===== src/rtl/addsub_pkg.sv =====
// addsub_pkg: shared FIFO state encoding, default widths and the per-entry flag bundle
package addsub_pkg;
  localparam int WIDTH_DEF = 4;
  localparam int CNT_W_DEF = 8;
  typedef enum logic [1:0] {EMPTY, ONE, FULL} state_t;
  typedef struct packed {
    logic c;
    logic v;
    logic z;
    logic n;
    logic err;
  } flags_t;
endpackage


===== src/rtl/addsub_flag_gen.sv =====
// addsub_flag_gen: combinational flags (c,v,z,n) and sum-mismatch check; in a,b,sub,s,cout -> out flags
module addsub_flag_gen
  import addsub_pkg::*;
#(
  parameter int WIDTH = WIDTH_DEF
) (
  input  logic [WIDTH-1:0] a,
  input  logic [WIDTH-1:0] b,
  input  logic             sub,
  input  logic [WIDTH-1:0] s,
  input  logic             cout,
  output flags_t           flags
);
  logic [WIDTH-1:0] eb;
  logic [WIDTH:0]   exp_sum;
  assign eb      = b ^ {WIDTH{sub}};
  assign exp_sum = {1'b0, a} + {1'b0, eb} + (WIDTH+1)'(sub);
  assign flags.c   = cout;
  assign flags.v   = (a[WIDTH-1] == eb[WIDTH-1]) && (s[WIDTH-1] != a[WIDTH-1]);
  assign flags.z   = s == '0;
  assign flags.n   = s[WIDTH-1];
  assign flags.err = {cout, s} != exp_sum;
endmodule


===== src/rtl/addsub_result_stage.sv =====
// addsub_result_stage: 2-entry result FIFO with flags and saturating error count; in_* push side, out_* pop side, err_clr/err_cnt
module addsub_result_stage
  import addsub_pkg::*;
#(
  parameter int WIDTH = WIDTH_DEF,
  parameter int CNT_W = CNT_W_DEF
) (
  input  logic             clk,
  input  logic             rst_n,
  input  logic             in_valid,
  output logic             in_ready,
  input  logic [WIDTH-1:0] in_a,
  input  logic [WIDTH-1:0] in_b,
  input  logic             in_sub,
  input  logic [WIDTH-1:0] in_s,
  input  logic             in_cout,
  output logic             out_valid,
  input  logic             out_ready,
  output logic [WIDTH-1:0] out_s,
  output logic             out_c,
  output logic             out_v,
  output logic             out_z,
  output logic             out_n,
  output logic             out_err,
  input  logic             err_clr,
  output logic [CNT_W-1:0] err_cnt
);
  state_t           state;
  flags_t           in_f, head_f, skid_f;
  logic [WIDTH-1:0] head_s, skid_s;
  logic             push, pop, mism;
  addsub_flag_gen #(.WIDTH(WIDTH)) u_flag_gen (
    .a(in_a), .b(in_b), .sub(in_sub), .s(in_s), .cout(in_cout), .flags(in_f)
  );
  assign in_ready  = state != FULL;
  assign out_valid = state != EMPTY;
  assign push      = in_valid && in_ready;
  assign pop       = out_valid && out_ready;
  assign mism      = push && in_f.err;
  assign out_s     = head_s;
  assign {out_c, out_v, out_z, out_n, out_err} = head_f;
  always_ff @(posedge clk or negedge rst_n) begin
    if (!rst_n) begin
      state  <= EMPTY;
      head_s <= '0;
      head_f <= '0;
      skid_s <= '0;
      skid_f <= '0;
    end else begin
      case (state)
        EMPTY:   if (push) state <= ONE;
        ONE:     state <= (push && !pop) ? FULL : (pop && !push) ? EMPTY : ONE;
        FULL:    if (pop) state <= ONE;
        default: state <= EMPTY;
      endcase
      if (push && (state == EMPTY || pop)) begin
        head_s <= in_s;
        head_f <= in_f;
      end else if (pop && state == FULL) begin
        head_s <= skid_s;
        head_f <= skid_f;
      end
      if (push && state == ONE && !pop) begin
        skid_s <= in_s;
        skid_f <= in_f;
      end
    end
  end
  always_ff @(posedge clk or negedge rst_n) begin
    if (!rst_n) err_cnt <= '0;
    else if (err_clr) err_cnt <= CNT_W'(mism);
    else if (mism && err_cnt != '1) err_cnt <= err_cnt + CNT_W'(1);
  end
endmodule


===== config.mk =====
export PLATFORM = sky130hd
export DESIGN_NAME = addsub_result_stage
export DESIGN_NICKNAME = d
export VERILOG_FILES = /design/src/rtl/addsub_pkg.sv /design/src/rtl/addsub_flag_gen.sv /design/src/rtl/addsub_result_stage.sv
export SDC_FILE = /design/constraint.sdc
export NUM_CORES = 1
export LEC_CHECK = 0
export ABC_AREA = 1
export ABC_CLOCK_PERIOD_IN_PS = 1600
export BUFFER_PORTS_ARGS = -buffer_cell sky130_fd_sc_hd__buf_2
export CAP_MARGIN = 30
export CORE_MARGIN = 2
export CORE_UTILIZATION = 45
export DETAILED_ROUTE_END_ITERATION = 10
export GPL_TIMING_DRIVEN = 0
export PLACE_DENSITY_LB_ADDON = 0.05
export SYNTH_ARGS = -nofsm -noshare
export SYNTH_HDL_FRONTEND = slang
export SYNTH_SLANG_ARGS = --single-unit

===== constraint.sdc =====
create_clock -name clk -period 1.6 [get_ports clk]
set_input_delay 0.16 -clock clk [delete_from_list [all_inputs] [get_ports clk]]
set_output_delay 0.16 -clock clk [all_outputs]
set_load 0.01 [all_outputs]

After elaboration in Yosys (flattened, before gate mapping)
Index checks and enable logic that the tools add are counted.

Eq/ne operators: 9. Muxes and demuxes: 11. Add/subtract/negate cells: 3. Reduce and logical (&&, ||, !) cells: 20. Bitwise logic cells: 1.

Operator list (number): $mux W8 (2); $logic_and A1 B1 Y1 (11); $mux W5 (2); $add A8 B1 Y8 const B (1); $mux W4 (2); $ne A8 B8 Y1 const B (1); $mux W2 (3); $ne A2 B2 Y1 const B (3); $pmux W2 S3 (1); $reduce_bool A2 Y1 (3); $add A4 B4 Y5 (1); $add A5 B1 Y5 (1); $ne A5 B5 Y1 (1); $logic_not A4 Y1 (1); $xor A4 B4 Y4 (1); $eq A2 B1 Y1 const B (1); $eq A2 B2 Y1 const B (1); $logic_not A1 Y1 (2); $logic_not A2 Y1 (1); $reduce_and A2 Y1 (1); $eq A1 B1 Y1 (1); $logic_or A1 B1 Y1 (1); $mux W1 (1); $ne A1 B1 Y1 (1).

Logic and storage cells: 58. Register bits: 28.

Longest topological paths before layout
Depth after elaboration: 8. Depth in mapped cells: 16. Mapped depth without buffers: 16.

By module
Synthesis repeated with hierarchy kept, for this count alone.

Cells, all modules: 231. Area, all modules: 1707.9 um^2.

By module, submodules not included: addsub_result_stage (instances 1, seq. area each 700.7 um^2, area each 1406.3 um^2, cells each 177); addsub_flag_gen (instances 1, seq. area each 0.0 um^2, area each 301.5 um^2, cells each 54).

Worst setup path after synthesis
No wires, ideal clock.

Path kind: input -> register. From: input port in_sub. To: register err_cnt[2]. Buffers on the path: 0. Stages: 10. Arrival time: 1593 ps. Slack: -111 ps. Data required time: 1482 ps. Cell sequence: xnor2_1 fa_1 xor2_1 nand3_1 nor2_2 nand3_4 nand3_4 nand2_4 nand2_1 nand2_1.

Longest elaborated chain between the ends: 7.

Ends and longest elaborated chain: from (decl) (RTL line addsub_result_stage.sv:14) `input logic in_sub,`; $xor A4 B4 Y4 (RTL line addsub_flag_gen.sv:16) `assign eb = b ^ {WIDTH{sub}};`; $add A4 B4 Y5 (RTL line addsub_flag_gen.sv:17) `assign exp_sum = {1'b0, a} + {1'b0, eb} + (WIDTH+1)'(sub);`; $add A5 B1 Y5 * (RTL line addsub_flag_gen.sv:17); $ne A5 B5 Y1 * (RTL line addsub_flag_gen.sv:22) `assign flags.err = {cout, s} != exp_sum;`; $logic_and A1 B1 Y1 * (RTL line addsub_result_stage.sv:39) `assign mism = push && in_f.err;`; $logic_and A1 B1 Y1 * (RTL line addsub_result_stage.sv:72) `else if (mism && err_cnt != '1) err_cnt <= err_cnt + CNT_W'(1);`; $reduce_bool A2 Y1 (no line) *; to (signal assigned) (RTL line addsub_result_stage.sv:71) `else if (err_clr) err_cnt <= CNT_W'(mism);`; to (signal assigned) (RTL line addsub_result_stage.sv:72); to (decl) (RTL line addsub_result_stage.sv:26) `output logic [CNT_W-1:0] err_cnt`.

Mark *: on every way between the ends. The rest lies on a longest branch, timed or not. A chain may end at the register's enable or synchronous reset.

Worst setup path after layout
From: register err_cnt[1]. To: register err_cnt[7].

Longest elaborated chain between the ends: 3. Elaborated cells between the ends (all ways): 6.

Ends and longest elaborated chain (RTL line): $add A8 B1 Y8 / $ne A8 B8 Y1 (equally long branches) (addsub_result_stage.sv:72); $mux W8 / $logic_and A1 B1 Y1 (equally long branches) (addsub_result_stage.sv:72); $mux W8 / $reduce_bool A2 Y1 (equally long branches).

Parallel ways exist; a longest one is shown, timed or not. The select of a mux whose other input is x is not followed.

==> summary.md <==
| Metric | Value |
|---|---|
| Status | `complete, but fails checks` |
| Failing checks | `negative setup slack` |
| DRT met1 WL | `1.67 mm` |
| Die area | `4100 um2` |
| Tmin final | `1.61 ns` |
| Routed wl met2 | `1.52 mm` |
| Yosys top cell by area | `dfrtp_1` |
| Library cells used by synthesis | `31` |
| Via count | `1465` |
| DR top layer | `met4` |
| Remaining DRCs | `0` |
| Antenna cells | `0` |
| Fin. Hold Viols | `0` |
| Unrepaired setup endpoints after global routing | `yes` |
| Most common cell in the netlist | `nand2_1` |
| Worst-skew pair later-pin latency | `0.32 ns` |
| Root Buffer Master | `clkbuf_4` |
| Most used flip-flop cell after synthesis | `dfrtp_1` |
| TNS Setup | `-0.0380 ns` |
| Worst Path Arrival | `1.84 ns` |
| Synth warn | `0` |
| Initial antenna violation count | `0` |
| Startpoint types | `register` |
| Post-layout nets | `282` |
| Synth async-reset ratio | `1.00` |
| P_leak | `1.07 nW` |
| Share of cells above drive strength 1 | `0.293` |
| Crit path max fanout | `8` |
| Placement Rows | `21` |
| Area contributors post-synth | `dfrtp_1 40%, nand2_1 13%, nand3_1 9.3%` |
| Die height | `64.1 um` |
| RR Startpoint | `err_cnt[1]` |
| Hold_ws | `0.105 ns` |
| Largest net degree at the start of global routing | `27` |
| Max-cap violations | `0` |
| Crit path capture type | `register` |
| Ports | `38` |
| Final setup viols | `7` |
| Worst Skew | `0.00568 ns` |
| Final core occ | `0.608` |
| Register area share after synthesis | `0.401` |
| Final Cycle Share | `1.01` |
| Core footprint | `3390 um2` |
| Peak Freq | `0.621 GHz` |
| CP Data Required Time | `1.83 ns` |
| Die W | `64.1 um` |
| Class of the worst hold path | `in -> reg` |
| Synth cell count leaders | `55 x nand2_1, 30 x nand3_1, 26 x dfrtp_1` |
| First drt pass iteration count | `4` |
| Setup WS pre-CTS | `-0.424 ns` |
| CP bufs+invs | `1` |
| Total wire length | `3.35 mm` |
| Syn avg cell area | `7.84 um2` |
| Placed instance area | `1890 um2` |
| Starting DRT DRC Count | `66` |
| Mapped cell area | `1620 um2` |
| Area growth, synth to finish | `27.0%` |
| RD Place Congestion | `0.818` |
| Reg clk slew, reported paths | `0.15 ns` |
| Post-detail-place hpwl | `2.48 mm` |
| CTS max path bufs | `2` |
| Worst Tran Pin Value | `0.579 ns` |
| Port-buffer cells | `36` |
| Flop2flop setup slack | `-0.01 ns` |
| Critical path's slowest cell | `dfrtp_1` |
| CP startpoint | `err_cnt[1]` |
| Gr usage total | `0.181` |
| Wire per inst | `11.1 um` |
| Syn_nets | `232` |
| Headroom to the max-slew limit | `0.614` |
| CTS HTree Levels | `1` |
| Crit path to | `err_cnt[7]` |
| Vias in the first global route | `1367` |
| CP peak stage delay | `0.43 ns` |
| Post-route ant nets | `0` |
| Inserted Clock Buffers | `3` |
| Reg-to-reg endpoint | `err_cnt[7]` |
| Met3 wire length | `139 um` |
| Final Instance Area | `2060 um2` |
| Total gr overflow | `0` |
| Final worst slack | `-0.0106 ns` |
| CP delay by family, top | `simple AND/OR/NAND/NOR gates` |
| Pwr/cell area | `1180 nW/um2` |
| Vias per inst | `4.85` |
| Post-synth top area share | `0.401` |
| Maximum vdd drop | `0.000378 V` |
| Syn Inst Count | `207` |
| CTS Sinks | `26` |
| Initial Util | `0.479` |
| Number of synthesized register bits | `26` |
| Path depth of the worst reg2reg path | `10` |
| Critical path depth in cells | `10` |
| Slew Viols, Final | `0` |
| Post-synth EDFFs | `0` |
| Setup CP Type | `reg -> reg` |
| First-pass GRT wire length | `5.98 mm` |
| CTS tree | `done` |
| Crit-path cells | `ha_2 -> nand2_2 -> inv_2 -> nand2_2 -> nor2_4 -> nand4_1 -> nand3_4 -> nand2_8 -> nand2_1 -> nand2_1` |
worst register-to-register path, cell delays in order, from the launching register on:
cell	delay, ns
dfrtp_1	0.43
ha_2	0.21
nand2_2	0.06
inv_2	0.06
nand2_2	0.07
nor2_4	0.13
nand4_1	0.16
nand3_4	0.19
nand2_8	0.09
nand2_1	0.08
nand2_1	0.05
stage by stage:
step	instances	total power [mW]
floorplan	207	1.70
global placement	289	2.01
detailed placement	289	2.03
CTS	298	2.41
global route	302	2.66
finish	302	2.44
how the worst min path moves through the flow:
stage                     cells past startpoint     start          to  slack, ns
after floorplan                               0     rst_n  err_cnt[0]      -0.14
after global placement                        1     rst_n   skid_s[0]       0.20
after detailed placement                      1     rst_n   skid_s[0]       0.20
after CTS                                     3  in_valid    state[0]       0.10
after global routing                          3  in_valid    state[0]       0.12
final                                         3  in_valid    state[0]       0.11
timing repair:
item | CTS | global route
buffers inserted | 4 | 4
resized for setup | 2 | 15
endpoints found under the hold margin | 26 | 0
pin swaps | 1 | 15
endpoints found under the setup margin | 8 | 8
hold buffers | 1 | 0
layout make-up:
cell class              count  area, um2
plain buffers               5       25.0
clock buffers               4       36.3
fillers                   309       1330
inverters                  29        121
multi-input cells         147        896
flip-flops and latches     26        651
well taps                  46       57.6
repair buffers             45        274
sequential cells by signal, indices dropped and copies added, names as in the netlist:
name and flops:
out_err 1, out_s 3, out_v 1, out_n 1, skid_s 3, err_cnt 8
out_z 1, skid_f 5, out_c 1, state 2
cell families (layout without fill, tap and decap cells):
logic type      count (synthesis)  count (layout)  share of synthesized area
compound gates                 22              22                     0.0833
simple gates                  109             109                      0.328
flops                          26              26                      0.401
xor+xnor                       10              10                     0.0540
fa+ha+maj                       6               6                     0.0509
buf+inv                        34              83                     0.0825
layout by cell type (no fill, tap or decap), types with 2 or more instances in the layout:
| cell type | n |
|---|---|
| nand2_1 | 52 |
| buf_2 | 36 |
| nand3_1 | 28 |
| dfrtp_1 | 26 |
| inv_1 | 24 |
| nor2_1 | 9 |
| o211ai_1 | 8 |
| o21ai_0 | 8 |
| xor2_1 | 6 |
| buf_4 | 6 |
| buf_6 | 5 |
| nand2_2 | 4 |
| ha_1 | 4 |
| nor2_4 | 3 |
| a21oi_1 | 3 |
| inv_2 | 3 |
| xnor2_1 | 3 |
| clkbuf_4 | 3 |
| clkbuf_1 | 2 |
| nand3_4 | 2 |
| nand3_2 | 2 |
power breakdown:
part	internal [mW]	switching [mW]	total, mW
Clock	0.139	0.202	0.341
Sequential	0.879	0.126	1.01
Combinational	0.466	0.629	1.09
Total	1.48	0.957	2.44
routing by layer:
layer  track usage  vias to the layer above
met5             0                        -
met4        0.0353                        0
met3        0.0282                        2
met2         0.290                       31
met1         0.260                      662
li1              -                      770
Power figures use the tool's default switching activity.
